<file path="src/rtl/operand_quad_loader_pkg.sv">
// Shared types and constants for the operand quad loader.
package operand_quad_loader_pkg;

  // FILL: accepting words; HOLD: complete quad presented and settling.
  typedef enum logic {
    FILL = 1'b0,
    HOLD = 1'b1
  } loader_state_t;

  localparam int unsigned NUM_OPERANDS = 4;
  localparam int unsigned IDX_W        = 2;
  localparam int unsigned CNT_W        = 8;

  // True when the word index points at the final operand (D).
  function automatic logic is_last_idx(input logic [IDX_W-1:0] idx);
    return idx == IDX_W'(NUM_OPERANDS - 1);
  endfunction

endpackage

</file>
<file path="src/rtl/operand_quad_loader_hold_timer.sv">
// Loadable down-counter used to time a settling window. It stops at zero and
// flags expiry while the count reads 1, so the caller acts on the last cycle.
module hold_timer
  import operand_quad_loader_pkg::*;
(
  input  logic             clk,
  input  logic             rst,
  input  logic             clr,
  input  logic             load,
  input  logic [CNT_W-1:0] load_val,
  output logic             expire
);

  logic [CNT_W-1:0] r_count;

  // Count register: reset/clear win, then load, then decrement toward zero.
  always_ff @(posedge clk) begin
    if (rst || clr) begin
      r_count <= '0;
    end else if (load) begin
      r_count <= load_val;
    end else if (r_count != '0) begin
      r_count <= r_count - CNT_W'(1);
    end
  end

  // Expiry decode.
  always_comb begin
    expire = (r_count == CNT_W'(1));
  end

endmodule

</file>
<file path="src/rtl/operand_quad_loader.sv">
// Assembles four consecutive handshake words into the operands A..D of a
// downstream combinational block, holds them for HOLD_CYCLES, then captures
// the returned out_sig into res_bit with a one-cycle res_valid pulse.
module operand_quad_loader
  import operand_quad_loader_pkg::*;
#(
  parameter int unsigned WIDTH       = 16,
  parameter int unsigned HOLD_CYCLES = 2
) (
  input  logic             clk,
  input  logic             rst,
  input  logic             in_valid,
  output logic             in_ready,
  input  logic [WIDTH-1:0] in_data,
  input  logic             flush,
  output logic [WIDTH-1:0] A,
  output logic [WIDTH-1:0] B,
  output logic [WIDTH-1:0] C,
  output logic [WIDTH-1:0] D,
  output logic             quad_valid,
  input  logic             out_sig,
  output logic             res_bit,
  output logic             res_valid,
  output logic [7:0]       quad_cnt
);

  if (HOLD_CYCLES < 1 || HOLD_CYCLES > 255) begin : g_bad_hold
    $error("HOLD_CYCLES must be in 1..255");
  end

  localparam logic [CNT_W-1:0] HoldLoad = CNT_W'(HOLD_CYCLES);

  loader_state_t    r_state;
  loader_state_t    w_state_next;
  logic [IDX_W-1:0] r_idx;
  logic [IDX_W-1:0] w_idx_next;

  logic [WIDTH-1:0] r_a;
  logic [WIDTH-1:0] r_b;
  logic [WIDTH-1:0] r_c;
  logic [WIDTH-1:0] r_d;

  logic             r_res_bit;
  logic             r_res_valid;
  logic [7:0]       r_quad_cnt;

  logic             w_accept;
  logic             w_last_word;
  logic             w_expire;
  logic             w_sample;

  // Handshake and event decode; flush outranks both accept and sample.
  always_comb begin
    w_accept    = in_valid && (r_state == FILL) && !flush;
    w_last_word = w_accept && is_last_idx(r_idx);
    w_sample    = (r_state == HOLD) && w_expire && !flush;
  end

  hold_timer u_hold_timer (
    .clk      (clk),
    .rst      (rst),
    .clr      (flush),
    .load     (w_last_word),
    .load_val (HoldLoad),
    .expire   (w_expire)
  );

  // Next-state and word index logic.
  always_comb begin
    w_state_next = r_state;
    w_idx_next   = r_idx;
    if (flush) begin
      w_state_next = FILL;
      w_idx_next   = '0;
    end else begin
      unique case (r_state)
        FILL: begin
          if (w_accept) begin
            if (is_last_idx(r_idx)) begin
              w_idx_next   = '0;
              w_state_next = HOLD;
            end else begin
              w_idx_next = r_idx + IDX_W'(1);
            end
          end
        end
        HOLD: begin
          if (w_expire) begin
            w_state_next = FILL;
          end
        end
        default: w_state_next = FILL;
      endcase
    end
  end

  // State and index registers.
  always_ff @(posedge clk) begin
    if (rst) begin
      r_state <= FILL;
      r_idx   <= '0;
    end else begin
      r_state <= w_state_next;
      r_idx   <= w_idx_next;
    end
  end

  // Operand registers: each accept writes only the slot selected by the index.
  always_ff @(posedge clk) begin
    if (rst) begin
      r_a <= '0;
      r_b <= '0;
      r_c <= '0;
      r_d <= '0;
    end else if (w_accept) begin
      unique case (r_idx)
        2'd0: r_a <= in_data;
        2'd1: r_b <= in_data;
        2'd2: r_c <= in_data;
        2'd3: r_d <= in_data;
        default: ;
      endcase
    end
  end

  // Result capture, valid pulse and completed-quad counter (wraps naturally).
  always_ff @(posedge clk) begin
    if (rst) begin
      r_res_bit   <= 1'b0;
      r_res_valid <= 1'b0;
      r_quad_cnt  <= '0;
    end else begin
      r_res_valid <= w_sample;
      if (w_sample) begin
        r_res_bit  <= out_sig;
        r_quad_cnt <= r_quad_cnt + 8'd1;
      end
    end
  end

  // Output drive; handshake flags decode straight from the registered state.
  always_comb begin
    in_ready   = (r_state == FILL);
    quad_valid = (r_state == HOLD);
    A          = r_a;
    B          = r_b;
    C          = r_c;
    D          = r_d;
    res_bit    = r_res_bit;
    res_valid  = r_res_valid;
    quad_cnt   = r_quad_cnt;
  end

endmodule
</file>
<file path="config.mk">
export PLATFORM = sky130hd
export DESIGN_NAME = operand_quad_loader
export DESIGN_NICKNAME = d
export VERILOG_FILES = /design/src/rtl/operand_quad_loader_pkg.sv /design/src/rtl/operand_quad_loader_hold_timer.sv /design/src/rtl/operand_quad_loader.sv
export SDC_FILE = /design/constraint.sdc
export NUM_CORES = 1
export LEC_CHECK = 0
export ABC_AREA = 1
export CAP_MARGIN = 10
export CORE_ASPECT_RATIO = 0.6
export CORE_UTILIZATION = 51
export CTS_BUF_LIST = sky130_fd_sc_hd__clkbuf_16
export DETAILED_ROUTE_END_ITERATION = 12
export GPL_ROUTABILITY_DRIVEN = 1
export GPL_TIMING_DRIVEN = 0
export PLACE_DENSITY = 0.84
export RECOVER_POWER = 50
export SKIP_LAST_GASP = 1
export SLEW_MARGIN = 10
export SYNTH_ARGS = -nofsm -noshare
export SYNTH_HDL_FRONTEND = slang
export SYNTH_SLANG_ARGS = --single-unit
</file>
<file path="constraint.sdc">
create_clock -name clk -period 3.1 [get_ports clk]
set_input_delay 0.62 -clock clk [delete_from_list [all_inputs] [get_ports clk]]
set_output_delay 0.62 -clock clk [all_outputs]
set_load 0.02 [all_outputs]
</file>
; ---- Word-level counts from Yosys, hierarchy flattened
; Index checks and enable logic that the tools add are counted.
[word_totals]
register_bits = 85
input_bits = 21
output_inout_bits = 76
elab_cells = 43
[op_classes]
add_sub_neg = 3
n_eq_ne = 4
mux = 7
n_bitwise = 1
reduce_logical = 17
[ops]
columns = op, n
row1 = $reduce_and 2->1, 5
row2 = $add 8x1->8 const B, 1
row3 = $eq 8x1->1 const B, 1
row4 = $reduce_bool 8->1, 1
row5 = $sub 8x1->8 const B, 1
row6 = $mux 2, 3
row7 = $logic_and 1x1->1, 5
row8 = $eq 2x2->1 const B, 2
row9 = $reduce_or 2->1, 2
row10 = $mux 1, 3
row11 = $add 2x1->2 const B, 1
row12 = $eq 2x1->1 const B, 1
row13 = $logic_not 2->1, 1
row14 = $pmux 1 s2, 1
row15 = $reduce_bool 2->1, 1
row16 = $logic_not 1->1, 1
row17 = $logic_or 1x1->1, 1
row18 = $not 1->1, 1

; ---- Longest topological paths before layout
[depth]
depth_word = 5
mapped_depth = 9
ltp_nobuf = 8

; ---- Modules after synthesis
; Synthesis repeated with hierarchy kept, for this count alone.
[unflattened]
hier_cells = 466
area_unflattened_um2 = 3553.4
[modules_own_cells]
columns = mod, instances, cells_per_inst, area_each_um2, seq_area_each_um2
row1 = operand_quad_loader, 1, 381, 2982.9, 1541.5
row2 = hold_timer, 1, 85, 570.5, 160.2

; ---- Least setup slack after synthesis
; Ideal clock, no wire load.
[synth_path]
path_type = input to register
startpoint = input flush
endpoint = register u_hold_timer.r_count[5]
setup_time_ns = 0.113
arrival_time_ns = 1.294
required_time_ns = 2.987
path_slack_ns = 1.693
stages = 9
n_path_buf = 1
path_cell_list = inv_2 nand3_4 inv_4 nand2_1 buf_4 nand2_1 nor2_1 o21ai_1 inv_1
[synth_via]
elab_chain_cells = 4
word_cells_on_any_way = 5
classes_between = 5 x reduce/logical
[synth_lines]
columns = element, line_no
row1 = "start, declared", operand_quad_loader.sv:15  ; input logic flush,
row2 = $logic_not 1->1, operand_quad_loader.sv:54  ; w_accept = in_valid && (r_state == FILL) && !flush;
row3 = $logic_and 1x1->1, operand_quad_loader.sv:54
row4 = $logic_and 1x1->1, operand_quad_loader.sv:55  ; w_last_word = w_accept && is_last_idx(r_idx);
row5 = $reduce_or 2->1 (no source line) (*), --
row6 = "end signal, assigned", operand_quad_loader_hold_timer.sv:21  ; r_count <= load_val;
row7 = "end signal, assigned", operand_quad_loader_hold_timer.sv:23  ; r_count <= r_count - CNT_W'(1);
row8 = "end, declared", operand_quad_loader_hold_timer.sv:14  ; logic [CNT_W-1:0] r_count;
; Every way passes the cells marked *; elsewhere a longest branch is shown, timed or not.
; A chain may end at the register's enable or synchronous reset.

; ---- Final worst setup path
[layout_path]
startpoint = input flush
endpoint = register r_b[10] (netlist: B[10])
[layout_via]
elab_chain_cells = 3
[layout_lines]
columns = element, line_no
row1 = $logic_not 1->1, operand_quad_loader.sv:54
row2 = $logic_and 1x1->1, operand_quad_loader.sv:54
row3 = $reduce_and 2->1 (no source line), --
row4 = "end signal, assigned", operand_quad_loader.sv:118  ; 2'd1: r_b <= in_data;
row5 = "end, declared", operand_quad_loader.sv:39  ; logic [WIDTH-1:0] r_b;
; No other way between the ends.

==> results.py <==
metrics = {
    "hold_path": {
        "hold_path_depth": 2,
        "min_delay_worst_endpoint": "C[8]$_SDFFE_PP0P_",
        "hold_start": "C[8]$_SDFFE_PP0P_",
        "hp-class": "reg -> reg",
    },
    "clocking": {
        "cts.sinks": 85,
        "cts_root_buf": "clkbuf_16",
        "cts_hold_buf": 0,
        "cts.clk_slew.worst_paths_ps": 60,
        "htreeDepth": 3,
        "post_cts_buffers": 0,
        "clkLatencyLatePin_ps": 340,
        "cts_buffer_depth": 2,
        "cts_tree": "done",
        "post_cts_resized": 0,
        "numCtsBuffers": 9,
    },
    "routing": {
        "dr.first_iter.drc_count": 234,
        "ant_nets": 0,
        "vias": 3545,
        "dr.pass1.iters": 7,
        "drcViolationCount": 0,
        "drt_wl_total_um": 10100,
        "vias_per_cell": 5.59,
        "wl_per_cell_um": 16.0,
    },
    "timing": {
        "min_period_over_period_pct": 77.7,
        "rsz0062_at_grt": "false",
        "worst_pin_slew_ps": 902,
        "post-route-min-period_ps": 2410,
        "hold_viol": 0,
        "drv_slew": 0,
        "maxSlewHeadroom_pct": 39.4,
        "fin_skew_ps": 7.41,
        "timing.fmax_mhz": 415,
        "setup_viol_count_final": 0,
        "tns_ps": 0,
    },
    "logic_synthesis": {
        "synthCells": 439,
        "ys_seq_area_share_pct": 49.1,
        "synthesis.area_um2": 3460,
        "ys_seq_elements": 85,
        "ys_warn_count": 0,
        "post_synth.cell_area_avg_um2": 7.89,
        "syn_nets": 468,
        "ys_types": 28,
    },
    "global_route": {
        "grt_pass1_vias": 3347,
        "antenna_found_initial": 0,
        "met3_usage_pct": 9.85,
        "overflow": 0,
        "grt_max_degree": 16,
        "grtUsageMet1_pct": 42.6,
        "use_met2_pct": 44.4,
        "grt-busiest-layer": "met2",
        "grt_first_pass_wirelength_um": 16400,
        "grt_usage_pct": 30.5,
    },
    "cells_and_area": {
        "drive_gt1_share_pct": 6.73,
        "syn_to_final_growth_pct": 37.8,
        "final_common_cell": "nand2_1",
        "layout_common_cells": "nand2_1 (100), clkdlybuf4s50_1 (94), dfxtp_1 (85)",
        "n_antenna_cell": 0,
        "nets": 574,
        "fillers": 467,
    },
    "worst_setup_path": {
        "worstReg2RegStart": "quad_valid$_SDFF_PP0_",
        "rr_worst_depth": 7,
        "path_max_fanout": 10,
        "r2r-end": "C[6]$_SDFFE_PP0P_",
        "critPathRequiredTime_ps": 3360,
        "reg2reg_slack_ps": 1160,
        "cp-start-kind": "input pin",
        "endpoint_kind": "flop",
        "crit_arrival_ps": 2670,
        "crit_type": "in -> reg",
    },
    "pwr": {
        "total_power_mw": 2.93,
        "ir_drop_v": 0.000584,
        "cellPowerDensity_nw_per_um2": 614,
        "leakagePower_nw": 1.70,
    },
    "place": {
        "place.gp.congestion": 0.845,
        "dp.final_hpwl_um": 7100,
        "portBuffers": 95,
    },
    "floorplanning": {
        "die_w_um": 108,
        "die_h_um": 65.8,
        "row_count": 22,
        "io_pins": 97,
        "die-area_um2": 7140,
        "coreArea_um2": 6330,
        "initial_utilization_pct": 54.7,
    },
    "status": {
        "status": "finished clean",
    },
    "run": {
        "cap_violations": 0,
    },
}
## synth_stat cells (all sizes together)
| cell | number | share of area, % |
|---|---|---|
| a21boi | 1 | 0.22 |
| a21oi | 73 | 11 |
| buf | 18 | 3.7 |
| clkbuf | 10 | 1.1 |
| dfxtp | 85 | 49 |
| ha | 8 | 2.9 |
| inv | 19 | 2.1 |
| nand2 | 104 | 12 |
| nand3 | 73 | 11 |
| nand4 | 3 | 0.54 |
| nor2 | 30 | 3.8 |
| nor3 | 2 | 0.61 |
| o21ai | 7 | 1.0 |
| xnor2 | 2 | 0.51 |
| xor2 | 4 | 1.0 |
## power breakdown
group / switching [mW] / total, mW / internal [mW]
sequential: 0.0535 / 1.21 / 1.16
clock: 0.444 / 1.07 / 0.628
combinational: 0.407 / 0.652 / 0.244
## cells by family (layout without fill, tap and decap cells)
kind of cell,Yosys count,after routing,synth area share (%)
AND/OR/NAND/NOR,212,212,27.8
flip-flops,85,85,49.1
AO/OA/AOI/OAI,81,81,11.8
buffers and inverters,47,158,6.90
adder cells (fa/ha/maj),8,8,2.89
XOR/XNOR,6,6,1.52
## worst max path at each step
stage                                   startpoint                              endpoint  depth (start not counted)
after detailed placement                     flush                    B[10]$_SDFFE_PP0P_                          8
after global placement                       flush  u_hold_timer.r_count[5]$_SDFFE_PP0P_                         10
after CTS                 quad_cnt[5]$_SDFFE_PP0P_                           quad_cnt[5]                          1
after global routing                         flush                    C[13]$_SDFFE_PP0P_                          8
after floorplan                              flush  u_hold_timer.r_count[5]$_SDFFE_PP0P_                          9
final                                        flush                    B[10]$_SDFFE_PP0P_                          8
## cell type report
class / instances / area, µm² / share of cell area, %
multi-input cells: 307 / 1490 / 31.2
flip-flops and latches: 85 / 1700 / 35.6
repair buffers: 95 / 951 / 19.9
plain buffers: 28 / 154 / 3.22
clock inverters: 7 / 73.8 / 1.55
well taps: 84 / 105 / 2.20
clock buffers: 9 / 225 / 4.72
inverters: 19 / 72.6 / 1.52
## sequential cells by signal, indices dropped and copies added, names as in the netlist
signal                cells
res_valid                 1
r_idx                     2
quad_cnt                  8
quad_valid                1
res_bit                   1
D                        16
A                        16
u_hold_timer.r_count      8
C                        16
B                        16
## layer usage
layer,wire [µm],part of all wire [%]
met2,4390,43
met4,180,1.8
met3,1110,11
met1,4450,44
met5,0,0
## per-stage QoR
step	setup WS, ps	instances	cell area (µm²)	hold WS [ps]	util [%]
floorplan	1690	439	3460	460	-
detailed placement	1080	618	4520	454	71.4
global route	513	634	4770	477	75.4
global placement	1120	618	4520	449	71.4
CTS	1050	634	4820	464	76.1
finish	692	634	4770	464	75.4
## worst max-delay path, cell delays in order
cell and delay, ps:
dlygate4sd3_1 550, inv_1 80, nand3_1 170, clkinvlp_2 250, clkbuf_1 480, buf_6 230, nand3_1 100, a21oi_1 180
No activity file was read; power rests on OpenSTA's default activity.
